**src/rtl/button_debouncer.sv**
```systemverilog
// button_debouncer: synchronizes a raw push-button level and qualifies it.
// The debounced output follows a new level only after that level has been
// seen for STABLE_CYCLES consecutive clocks.
//
// Optional feature macro: DEBOUNCE_EDGE_EN adds one-clock rise/fall strobes.
//
// Ports:
//   clk   - single clock, rising edge
//   rst   - asynchronous, active-low reset
//   in    - raw, asynchronous, bouncing button level
//   out   - registered debounced level (feeds a downstream single_pulser)
//   rise  - (DEBOUNCE_EDGE_EN only) one-clock pulse when out goes 0->1
//   fall  - (DEBOUNCE_EDGE_EN only) one-clock pulse when out goes 1->0
module button_debouncer #(
  parameter int unsigned STABLE_CYCLES = 50000,
  parameter int unsigned CNT_WIDTH     = 16
) (
  input  logic clk,
  input  logic rst,
  input  logic in,
  output logic out
`ifdef DEBOUNCE_EDGE_EN
  ,
  output logic rise,
  output logic fall
`endif
);

  localparam logic [CNT_WIDTH-1:0] CNT_LAST  = CNT_WIDTH'(STABLE_CYCLES - 1);
  localparam logic                 ONE_CYCLE = (STABLE_CYCLES == 1);

  typedef enum logic [1:0] {
    LOW      = 2'd0,
    RISE_CHK = 2'd1,
    HIGH     = 2'd2,
    FALL_CHK = 2'd3
  } state_t;

  state_t               state;
  logic [CNT_WIDTH-1:0] cnt;
  logic                 s1;
  logic                 s2;
  logic                 go_high_c;
  logic                 go_low_c;

  // Two-flop synchronizer; only s2 is allowed to reach the FSM.
  always_ff @(posedge clk or negedge rst) begin
    if (!rst) begin
      s1 <= 1'b0;
      s2 <= 1'b0;
    end else begin
      s1 <= in;
      s2 <= s1;
    end
  end

  // Qualification complete this cycle; shared by the FSM, out and the strobes.
  always_comb begin
    go_high_c = 1'b0;
    go_low_c  = 1'b0;
    if (s2) begin
      go_high_c = ((state == LOW) && ONE_CYCLE) ||
                  ((state == RISE_CHK) && (cnt == CNT_LAST));
    end else begin
      go_low_c  = ((state == HIGH) && ONE_CYCLE) ||
                  ((state == FALL_CHK) && (cnt == CNT_LAST));
    end
  end

  // Stability FSM: any sample disagreeing with the candidate level restarts it.
  always_ff @(posedge clk or negedge rst) begin
    if (!rst) begin
      state <= LOW;
      cnt   <= '0;
      out   <= 1'b0;
    end else begin
      if (go_high_c) begin
        out <= 1'b1;
      end else if (go_low_c) begin
        out <= 1'b0;
      end
      case (state)
        LOW: begin
          if (s2 && ONE_CYCLE) begin
            state <= HIGH;
            cnt   <= '0;
          end else if (s2) begin
            state <= RISE_CHK;
            cnt   <= CNT_WIDTH'(1);
          end else begin
            cnt   <= '0;
          end
        end
        RISE_CHK: begin
          if (!s2) begin
            state <= LOW;
            cnt   <= '0;
          end else if (cnt == CNT_LAST) begin
            state <= HIGH;
            cnt   <= '0;
          end else begin
            cnt   <= cnt + CNT_WIDTH'(1);
          end
        end
        HIGH: begin
          if (!s2 && ONE_CYCLE) begin
            state <= LOW;
            cnt   <= '0;
          end else if (!s2) begin
            state <= FALL_CHK;
            cnt   <= CNT_WIDTH'(1);
          end else begin
            cnt   <= '0;
          end
        end
        FALL_CHK: begin
          if (s2) begin
            state <= HIGH;
            cnt   <= '0;
          end else if (cnt == CNT_LAST) begin
            state <= LOW;
            cnt   <= '0;
          end else begin
            cnt   <= cnt + CNT_WIDTH'(1);
          end
        end
        default: begin
          state <= LOW;
          cnt   <= '0;
        end
      endcase
    end
  end

`ifdef DEBOUNCE_EDGE_EN
  // Strobes are registered alongside out so they coincide with its change.
  always_ff @(posedge clk or negedge rst) begin
    if (!rst) begin
      rise <= 1'b0;
      fall <= 1'b0;
    end else begin
      rise <= go_high_c;
      fall <= go_low_c;
    end
  end
`endif

endmodule

```
**config.mk**
```make
export PLATFORM = sky130hd
export DESIGN_NAME = button_debouncer
export DESIGN_NICKNAME = d
export VERILOG_FILES = /design/src/rtl/button_debouncer.sv
export SDC_FILE = /design/constraint.sdc
export NUM_CORES = 1
export LEC_CHECK = 0
export CORE_UTILIZATION = 57
export CTS_CLUSTER_DIAMETER = 100
export DETAILED_ROUTE_END_ITERATION = 10
export HOLD_SLACK_MARGIN = 0.02
export PLACE_DENSITY = 0.75
export SYNTH_ARGS = -nofsm -noshare
export SYNTH_HDL_FRONTEND = slang
export SYNTH_SLANG_ARGS = --single-unit
```
**constraint.sdc**
```tcl
create_clock -name clk -period 1.9 [get_ports clk]
set_input_delay 0.38 -clock clk [delete_from_list [all_inputs] [get_ports clk]]
set_output_delay 0.38 -clock clk [all_outputs]
set_load 0.05 [all_outputs]
```
# Word level (Yosys, flattened, before mapping)
# Cells that the tools add are included.
# W data, S select, Z words.
word_totals:
  input_bits: 3
  regBits: 21
  output_inout_bits: 1
op_classes:
  reduce_logical: 5
  eq_ne: 8
  muxes: 17
  add_sub_neg: 1
op_table:
  columns: ["operator", "count"]
  rows:
  - ["$pmux W16 S4", 1]
  - ["$mux W16", 3]
  - ["$add A16 B1 Y16 const B", 1]
  - ["$eq A16 B16 Y1 const B", 1]
  - ["$mux W2", 6]
  - ["$pmux W2 S4", 1]
  - ["$mux W1", 6]
  - ["$ne A3 B2 Y1 const B", 2]
  - ["$eq A2 B2 Y1 const B", 2]
  - ["$ne A2 B2 Y1 const B", 2]
  - ["$reduce_and A4 Y1", 1]
  - ["$eq A2 B1 Y1 const B", 1]
  - ["$logic_and A1 B1 Y1", 2]
  - ["$logic_not A2 Y1", 1]
  - ["$reduce_bool A2 Y1", 1]

# Depth between registers and ports, before layout
# Gate-level depths: netlist (run 1).
logic_depth:
  word_depth: 5
  depth_mapped: 7
  ltp_nobuf: 5

# Worst setup path after synthesis (run 1)
# OpenSTA, ideal clock, no wires.
synth_timing:
  kind: "register to register"
  startpoint: "register cnt[4]"
  endpoint: "register cnt[5]"
  slack_ns: 0.136
  setup_ns: 0.119
  path_buffers: 3
  arrival_time_ns: 1.645
  synth_period_minus_slack_ns: 1.764
  path_stages_with_launch: 8
  cell_sequence: "dfrtp_1 > buf_6 > or4b_4 > nor4_2 > or2_1 > buf_4 > buf_6 > nor2_1"
synth_via:
  elab_chain_cells: 4
synth_rtl:
  columns: ["item", "line", "source"]
  rows:
  - ["from (decl)", "40", "logic [CNT_WIDTH-1:0] cnt;"]
  - ["from (signal assigned)", "102", "cnt <= cnt + CNT_WIDTH'(1);"]
  - ["from (signal assigned)", "124", "cnt <= cnt + CNT_WIDTH'(1);"]
  - ["$add A16 B1 Y16 / $eq A16 B16 Y1 (equally long branches)", null, null]
  - ["$mux W16 (*)", "98, 120", null]
  - ["$mux W16, on equally long branches", "117, 95", null]
  - ["$pmux W16 S4 (*)", "82", "case (state)"]
# Every way passes the cells marked *; elsewhere a longest branch is shown, timed or not.
# A chain may end at the register's enable or synchronous reset.

# Worst setup path after layout (run 1)
layout_timing:
  startpoint: "register cnt[10]"
  endpoint: "register cnt[14]"
# Same word-level chain as after synthesis.

==> reports/qor.yml, run 1 <==
asyncSetResetFlopFracSynth: 1.00
layout_common_cells: "sky130_fd_sc_hd__dfrtp_1, sky130_fd_sc_hd__nor2_1, sky130_fd_sc_hd__xnor2_1"
die_area_mm2: 0.00199
finalSetupViolCount: 0
clock_latency_ns: 0.31
dp_hpwl_mm: 1.46
ff2ff_setup_slack_ns: 0.11
number_of_cells_traversed_by_the_worst_register_to_register_path: 5
htreeDepth: 1
worst_path_max_delay_cell: "sky130_fd_sc_hd__or4b_4"
routedLengthMet1_um: 937
die_width_um: 44.7
drt_first_iter_violations: 25
drtPass1Iterations: 4
vdd_ir_drop_max_mv: 0.432
row_count: 15
fin_crit_ns: 1.79
pin_count_of_the_biggest_net_entering_global_routing: 22
critical_path_buf_inv_count: 1
multi_input_area_um2: 458
number_of_buffers_on_the_longest_clock_path: 2
clk_pin_slew_ns: 0.11
routedWlPerCell_um: 14.8
tritoncts.num_buffers: 3
design_area_mm2: 0.00113
synth_seq_cells: 21
remaining_drc_errors: 0
synth_enable_flop_cells: 0
global_route.usage.total: 0.246
ys.flop_type: "sky130_fd_sc_hd__dfrtp_1"
min_delay_path_depth: 0
avgViaCountPerCell: 5.64
gp_routability_congestion: 0.857
final.fill_count: 133
worstReg2RegStart: "cnt[10]$_DFF_PN0_"
hp-start: "s1$_DFF_PN0_"
crit_chain: "or4b_4 > nor4_2 > or2_1 > buf_4 > nor2_1"
sequential_cell_area_um2: 527
criticalPathCategory: "register to register"
yosysSeqAreaShare: 0.507
critPathMaxStageDelay_ns: 0.54
power.clock.fraction: 0.306
ios: 4
worstHoldPathType: "register to register"
combPwrFrac: 0.043
avgSynthCellArea_um2: 10.1
p_int_mw: 0.547
antenna-diode-count: 0
slew_violations: 0
first_global_vias: 736
endpoint_of_the_lowest_slack_register_to_register_path: "cnt[14]$_DFF_PN0_"
synth-warning-count: 0
cts_post_setup_buffers_inserted: 0
synth_fp_nets: 107
worst_ep_required_time_ns: 2.11
critPathCaptureType: "register"
power.density_mw_per_mm2: 626
num-nets-final: 116
syn-cell-area_mm2: 0.00104
cpLargestDelayFamily: "simple AND/OR/NAND/NOR gates"
top_layer: "met4"
max-cap-violations: 0
setup_total_negative_slack_ns: 0
clock_tree_from_tritoncts: "built"
detail_route.wirelength_mm: 2.02
period_share: 0.943
placed_cell_area_mm2: 0.00110
placeableCoreArea_mm2: 0.00171
postSynthCellCount: 103
initial_utilization: 0.607
least_margin_pin_slew_ns: 0.491
drive_gt1_frac: 0.108
clock_sinks: 21
synth_cell_types: 28
switchingPower_mw: 0.159
worstPathMaxFanout: 9
critical_path.startpoint_type: "register"
antenna_left: 0
pwr-share-seq: 0.651
run_status: "completed"
swShare: 0.225
antenna_found_initial: 0
max_slew_margin: 0.674
vias: 767
wl_met2_um: 940
mostFrequentLayoutCell: "sky130_fd_sc_hd__dfrtp_1"
syn_to_final_growth_pct: 8.69
data_arrival_at_the_endpoint_of_the_critical_path_ns: 2.00
total_of_hold_buffers_inserted_after_clock_tree_synthesis: 0
p_leak_nw: 0.439
final.setup_skew_ns: 0.00255
max_freq_mhz: 558
wl_met3_um: 89
dieHeight_um: 44.7
hold_path_end: "s2$_DFF_PN0_"
grt_overflow: 0
rsz0062_at_grt: "no"
wire_length_of_the_first_global_routing_pass_mm: 3.36
cts_root_buf: "sky130_fd_sc_hd__clkbuf_4"
timing_hold_violations_final: 0
portBuffers: 3
==> per-layer routing <==
| layer | up-vias | global-route usage |
|---|---|---|
| li1 | 372 | - |
| met1 | 369 | 0.331 |
| met2 | 21 | 0.359 |
| met3 | 5 | 0.0571 |
| met4 | 0 | 0.152 |
| met5 | - | 0 |
==> flip-flops by register name, summed over array words and instances, names as in the netlist, named ones only <==
name,cells
cnt,16
out,1
s1,1
s2,1
state,1
==> power groups by stage <==
stage | Sequential, mW | Clock, mW | Combinational (mW)
after floorplan | 0.466 | 0 | 0.0154
after global placement | 0.467 | 0 | 0.0306
after detailed placement | 0.468 | 0 | 0.0311
after CTS | 0.459 | 0.223 | 0.0313
after global routing | 0.460 | 0.241 | 0.0357
final | 0.459 | 0.216 | 0.0305
==> per-stage QoR <==
stage          utilization  hold slack [ns]  instances  total power [mW]  setup slack, ns
2_1_floorplan            -           0.0844        103             0.481            0.136
3_3_place_gp         0.645            0.334        132             0.498            0.188
3_5_place_dp         0.645            0.336        132             0.499           0.0935
4_1_cts              0.659            0.361        136             0.713           0.0710
5_1_grt              0.660            0.365        136             0.737           0.0104
6_report             0.660            0.361        136             0.706            0.108
==> worst reg2reg max path, cell delays in order, from the launching register on <==
cell and delay, ns:
sky130_fd_sc_hd__dfrtp_2 0.46, sky130_fd_sc_hd__or4b_4 0.55, sky130_fd_sc_hd__nor4_2 0.31, sky130_fd_sc_hd__or2_1 0.16
sky130_fd_sc_hd__buf_4 0.16, sky130_fd_sc_hd__nor2_1 0.06
==> synth_stat cells (all sizes together), types with 2 or more instances <==
library cell | number | share of area
o21ai | 2 | 0.0097
nand4 | 7 | 0.042
and3 | 2 | 0.012
inv | 5 | 0.018
xor2 | 6 | 0.051
nor4 | 4 | 0.036
xnor2 | 8 | 0.068
nor2 | 16 | 0.058
nand2 | 7 | 0.025
or4b | 2 | 0.023
buf | 3 | 0.029
nand3 | 7 | 0.034
dfrtp | 21 | 0.51
nor3 | 2 | 0.0097
==> timing repair <==
| action | in CTS | in global routing |
|---|---|---|
| endpoints found under the setup margin | 1 | 9 |
| pin swaps | 0 | 1 |
| endpoints found under the hold margin | 0 | 0 |
| gates resized for setup | 1 | 1 |
==> how the worst max path moves through the flow <==
stage | from | endpoint | slack (ns) | depth (start not counted)
final | cnt[10]$_DFF_PN0_ | cnt[14]$_DFF_PN0_ | 0.11 | 5
after global routing | cnt[10]$_DFF_PN0_ | cnt[15]$_DFF_PN0_ | 0.01 | 5
after CTS | cnt[11]$_DFF_PN0_ | cnt[15]$_DFF_PN0_ | 0.07 | 5
after detailed placement | cnt[11]$_DFF_PN0_ | cnt[15]$_DFF_PN0_ | 0.09 | 5
after global placement | cnt[11]$_DFF_PN0_ | cnt[15]$_DFF_PN0_ | 0.19 | 5
after floorplan | cnt[4]$_DFF_PN0_ | cnt[5]$_DFF_PN0_ | 0.14 | 7
==> cells by family (layout without fill, tap and decap cells) <==
kind of cell,Yosys count,count (layout),synth area share
flops,21,21,0.507
xor+xnor,14,14,0.118
simple gates,53,53,0.282
compound gates,5,5,0.0290
fa+ha+maj,1,1,0.0121
buf+inv,9,17,0.0519
==> layout make-up <==
cell class,count,area share
sequential,21,0.467
multi-input combinational,73,0.406
timing repair buffer,8,0.0588
tap,25,0.0277
clock buffer,4,0.0233
inverter,5,0.0166
(Power assumes the default switching activity.)
==> run 2, diff against run 1 <==
--- a/config.mk
+++ b/config.mk
@@ -5,11 +5,12 @@
 export SDC_FILE = /design/constraint.sdc
 export NUM_CORES = 1
 export LEC_CHECK = 0
-export CORE_UTILIZATION = 57
+export CORE_MARGIN = 5
+export CORE_UTILIZATION = 61
 export CTS_CLUSTER_DIAMETER = 100
 export DETAILED_ROUTE_END_ITERATION = 10
 export HOLD_SLACK_MARGIN = 0.02
-export PLACE_DENSITY = 0.75
+export PLACE_DENSITY = 0.8
 export SYNTH_ARGS = -nofsm -noshare
 export SYNTH_HDL_FRONTEND = slang
 export SYNTH_SLANG_ARGS = --single-unit
==> constraint.sdc (replaced) <==
create_clock -name clk -period 2.25 [get_ports clk]
set_input_delay 0.45 -clock clk [delete_from_list [all_inputs] [get_ports clk]]
set_output_delay 0.45 -clock clk [all_outputs]
set_load 0.05 [all_outputs]
==> run 2 against run 1 <==
  * Power down 17%
  * Non-clock buffer count down 3
  * Clock skew up 0.0024 ns
  * Via count down 2.3%
  * Clock power down 19%
  * Worst hold slack better by 0.0031 ns
  * Count of clock-buffer cells in the layout down 1
  * Sequential share of layout area up 1.3 points
  * Critical endpoint unchanged
==> reports/qor.yml, run 2 (synthesis gave the netlist of run 1 again) <==
run_status: "completed"
ios: 4
swShare: 0.221
critical_path.startpoint_type: "register"
mostFrequentLayoutCell: "sky130_fd_sc_hd__dfrtp_1"
first_global_vias: 720
final.fill_count: 109
cts-resized-gates: 0
drtPass1Iterations: 4
cts_post_setup_buffers_inserted: 0
antenna_left: 0
die_width_um: 51.2
fin_crit_ns: 2.01
avgViaCountPerCell: 6.04
antenna_found_initial: 0
cts_root_buf: "sky130_fd_sc_hd__clkbuf_4"
layout_common_cells: "sky130_fd_sc_hd__dfrtp_1, sky130_fd_sc_hd__nor2_1, sky130_fd_sc_hd__xnor2_1"
clk_pin_slew_ns: 0.12
htreeDepth: 1
drive_gt1_frac: 0.0833
utilization: 0.702
pin_count_of_the_biggest_net_entering_global_routing: 22
placeableCoreArea_mm2: 0.00156
die_area_mm2: 0.00263
rsz0062_at_grt: "no"
worst_path_max_delay_cell: "sky130_fd_sc_hd__or4b_1"
data_arrival_at_the_endpoint_of_the_critical_path_ns: 2.18
p_leak_nw: 0.424
wire_length_of_the_first_global_routing_pass_mm: 3.27
gp_routability_congestion: 0.853
critPathCaptureType: "register"
clock_sinks: 21
least_margin_pin_slew_ns: 0.497
vdd_ir_drop_max_mv: 0.442
worstHoldPathType: "register to register"
power.clock.fraction: 0.300
total_of_hold_buffers_inserted_after_clock_tree_synthesis: 0
largest_register_ffs: 16
drt_first_iter_violations: 25
clock_latency_ns: 0.30
slew_violations: 0
grt_overflow: 0
criticalPathCategory: "register to register"
portBuffers: 3
p_int_mw: 0.457
dieHeight_um: 51.2
max_freq_mhz: 498
antenna-diode-count: 0
tritoncts.num_buffers: 3
finalSetupViolCount: 0
detail_route.wirelength_mm: 1.79
remaining_drc_errors: 0
routedWlPerCell_um: 14.4
syn_to_final_growth_pct: 5.55
setup_total_negative_slack_ns: 0
power.density_mw_per_mm2: 535
period_share: 0.893
number_of_buffers_on_the_longest_clock_path: 2
registers.top_by_ff_count: "cnt"
worst_ep_required_time_ns: 2.42
timing_hold_violations_final: 0
max_slew_margin: 0.668
clock_tree_from_tritoncts: "built"
global_route.usage.total: 0.165
critPathMaxStageDelay_ns: 0.57
switchingPower_mw: 0.129
final.setup_skew_ns: 0.00498
pwr-share-seq: 0.661
max-cap-violations: 0
num-nets-final: 113
crit_chain: "or4b_1 > nor4_2 > or2_1 > nor2_1"
dp_hpwl_mm: 1.27
combPwrFrac: 0.039
vias: 749
worstPathMaxFanout: 14
initial_utilization: 0.665
row_count: 14
post-layout-total-power_mw: 0.586
## run 2: cell count changes in the layout (fill, tap and decap cells not counted)
cell,delta
sky130_fd_sc_hd__buf_4,-3
sky130_fd_sc_hd__clkbuf_1,-1
sky130_fd_sc_hd__clkdlybuf4s50_1,+1
sky130_fd_sc_hd__clkinv_2,+1
sky130_fd_sc_hd__dfrtp_1,+1
sky130_fd_sc_hd__dfrtp_2,-1
sky130_fd_sc_hd__dlygate4sd2_1,-1
## run 2: final cells by class
| class | count | area (um^2) | share of cell area |
|---|---|---|---|
| Timing Repair Buffer | 5 | 45.0 | 0.0411 |
| Sequential cell | 21 | 526 | 0.480 |
| Tap cell | 16 | 20.0 | 0.0183 |
| Clock buffer | 3 | 22.5 | 0.0206 |
| Inverter | 5 | 18.8 | 0.0171 |
| Multi-Input combinational cell | 73 | 458 | 0.418 |
| Clock inverter | 1 | 5.00 | 0.00457 |
## run 2: path summary, 6_finish.rpt
path                            slack (ns)              start           endpoint  cells past startpoint
worst max-delay path                  0.24  cnt[12]$_DFF_PN0_  cnt[14]$_DFF_PN0_                      4
worst min-delay path                  0.36       s1$_DFF_PN0_       s2$_DFF_PN0_                      0
worst max register to register        0.24  cnt[12]$_DFF_PN0_  cnt[14]$_DFF_PN0_                      4
worst min register to register        0.36       s1$_DFF_PN0_       s2$_DFF_PN0_                      0
max in group asynchronous             1.55                rst  cnt[11]$_DFF_PN0_                      2
min in group asynchronous             0.48                rst   cnt[3]$_DFF_PN0_                      2
## run 2: power by group through the flow
stage	clock network (mW)	registers [mW]	logic [mW]
2_1_floorplan	0	0.393	0.0130
3_3_place_gp	0	0.394	0.0229
3_5_place_dp	0	0.395	0.0238
4_1_cts	0.180	0.387	0.0240
5_1_grt	0.204	0.389	0.0268
6_report	0.176	0.387	0.0230
## run 2: critical path: cells and delay by family (launching register included)
family           cells  cell delay [ns]
and+or+nand+nor      4             1.45
DFF                  1             0.44
## run 2: stage by stage
stage,hold slack [ns],setup slack [ns],area (um^2),instances
6_report,0.364,0.241,1090,124
5_1_grt,0.394,0.0620,1090,124
4_1_cts,0.368,0.231,1090,124
3_5_place_dp,0.340,0.262,1070,120
3_3_place_gp,0.334,0.340,1070,120
2_1_floorplan,0.154,0.486,1040,103
## run 2: per-layer routing
metal,share of wire,routed length [um],vias up,global-route usage
li1,-,-,368,-
met1,0.46,829,347,0.234
met2,0.46,824,30,0.258
met3,0.060,108,4,0.0378
met4,0.013,23,0,0.0393
met5,0,0,-,0
==> run 3, diff against run 2 <==
--- a/config.mk
+++ b/config.mk
@@ -5,7 +5,8 @@
 export SDC_FILE = /design/constraint.sdc
 export NUM_CORES = 1
 export LEC_CHECK = 0
-export CORE_MARGIN = 5
+export CORE_ASPECT_RATIO = 0.8
+export CORE_MARGIN = 3
 export CORE_UTILIZATION = 61
 export CTS_CLUSTER_DIAMETER = 100
 export DETAILED_ROUTE_END_ITERATION = 10
==> run 3 against run 2 <==
  * Routed wire length down 1.3%
  * Combinational power about the same
  * Die area is 15% lower
  * Largest cell class unchanged
  * Largest power group unchanged
  * Highest routed layer unchanged
==> reports/qor.yml, run 3 (synthesis gave the netlist of run 1 again) <==
run_status: "completed"
remaining_drc_errors: 0
dp_hpwl_mm: 1.28
mostFrequentLayoutCell: "sky130_fd_sc_hd__dfrtp_1"
dieHeight_um: 42.9
setup_ws_ns: 0.279
clock_tree_from_tritoncts: "built"
vias: 737
wire_length_of_the_first_global_routing_pass_mm: 3.00
clk_pin_slew_ns: 0.12
critical_path_buf_inv_count: 0
antenna_found_initial: 0
layout_common_cells: "sky130_fd_sc_hd__dfrtp_1, sky130_fd_sc_hd__nor2_1, sky130_fd_sc_hd__xnor2_1"
worstPathMaxFanout: 14
setup_total_negative_slack_ns: 0
crit_chain: "or4b_1 > nor4_2 > or2_1 > nor2_1"
p_leak_nw: 0.420
pin_count_of_the_biggest_net_entering_global_routing: 22
first_global_vias: 706
fin_crit_ns: 1.97
max_slew_margin: 0.671
ios: 4
sequential_cell_area_um2: 526
finalSetupViolCount: 0
utilization: 0.742
data_arrival_at_the_endpoint_of_the_critical_path_ns: 2.17
initial_utilization: 0.698
critical_path.startpoint_type: "register"
dp.cells: 125
power.density_mw_per_mm2: 541
drtPass1Iterations: 4
placement.setup.worst_slack_ns: 0.257
least_margin_pin_slew_ns: 0.491
drive_gt1_frac: 0.0833
gp_routability_congestion: 0.858
global_route.usage.total: 0.189
period_share: 0.876
die_area_mm2: 0.00223
registers.top_by_ff_count: "cnt"
drt_first_iter_violations: 9
tritoncts.num_buffers: 3
rsz0062_at_grt: "no"
portBuffers: 3
worstHoldPathType: "register to register"
cpLargestDelayFamily: "simple AND/OR/NAND/NOR gates"
critPathMaxStageDelay_ns: 0.58
syn_to_final_growth_pct: 6.39
cts_root_buf: "sky130_fd_sc_hd__clkbuf_4"
placeableCoreArea_mm2: 0.00149
cts_post_setup_buffers_inserted: 0
antenna_left: 0
vdd_ir_drop_max_mv: 0.380
final.fill_count: 114
layout.cells.non_filler: 129
max-cap-violations: 0
clock_sinks: 21
worst_ep_required_time_ns: 2.45
routedWlPerCell_um: 13.7
final.setup_skew_ns: 0.0117
avgViaCountPerCell: 5.71
htreeDepth: 1
row_count: 12
max_freq_mhz: 507
multi_input_area_um2: 458
criticalPathCategory: "register to register"
num-nets-final: 113
number_of_buffers_on_the_longest_clock_path: 2
detail_route.wirelength_mm: 1.76
largest_register_ffs: 16
cts-resized-gates: 0
clock_latency_ns: 0.32
timing_hold_violations_final: 0
die_width_um: 52.1
worst_path_max_delay_cell: "sky130_fd_sc_hd__or4b_1"
grt_overflow: 0
total_of_hold_buffers_inserted_after_clock_tree_synthesis: 0
slew_violations: 0
critPathCaptureType: "register"
antenna-diode-count: 0
run 3: report_power, final:
part	internal [mW]	switching, mW	leakage [nW]
Combinational	0.00836	0.0145	0.122
Clock	0.0680	0.119	0.0139
Sequential	0.382	0.00561	0.284
run 3: worst register-to-register path, delay by kind of cell (launching register included):
family,cells,cell delay [ns]
DFF,1,0.45
and+or+nand+nor,4,1.42
run 3: final timing paths:
path,start,end,slack [ns],cells after the start
setup / recovery,cnt[12]$_DFF_PN0_,cnt[5]$_DFF_PN0_,0.28,4
hold / removal,s1$_DFF_PN0_,s2$_DFF_PN0_,0.37,0
setup reg to reg,cnt[12]$_DFF_PN0_,cnt[5]$_DFF_PN0_,0.28,4
hold reg to reg,s1$_DFF_PN0_,s2$_DFF_PN0_,0.37,0
max in group asynchronous,rst,cnt[0]$_DFF_PN0_,1.57,2
min in group asynchronous,rst,async pin,0.46,2
run 3: layer usage:
metal  routed length, um  share of wire  track usage
met3                  71          0.040       0.0772
met1                 889           0.50        0.249
met5                   0              0            0
met2                 775           0.44        0.271
met4                  26          0.015       0.0785
run 3: through the flow:
step	hold slack, ns	power (mW)	cell area [um^2]
4_1_cts	0.377	0.602	1100
6_report	0.372	0.598	1100
2_1_floorplan	0.154	0.406	1040
3_5_place_dp	0.348	0.419	1070
3_3_place_gp	0.333	0.418	1070
5_1_grt	0.393	0.623	1100
run 3: area by class of cell:
cell class,count,area share
repair buffers,5,0.0408
clock buffers,3,0.0204
inverters,5,0.0170
flip-flops and latches,21,0.476
multi-input cells,73,0.415
clock inverters,1,0.00680
well taps,21,0.0238
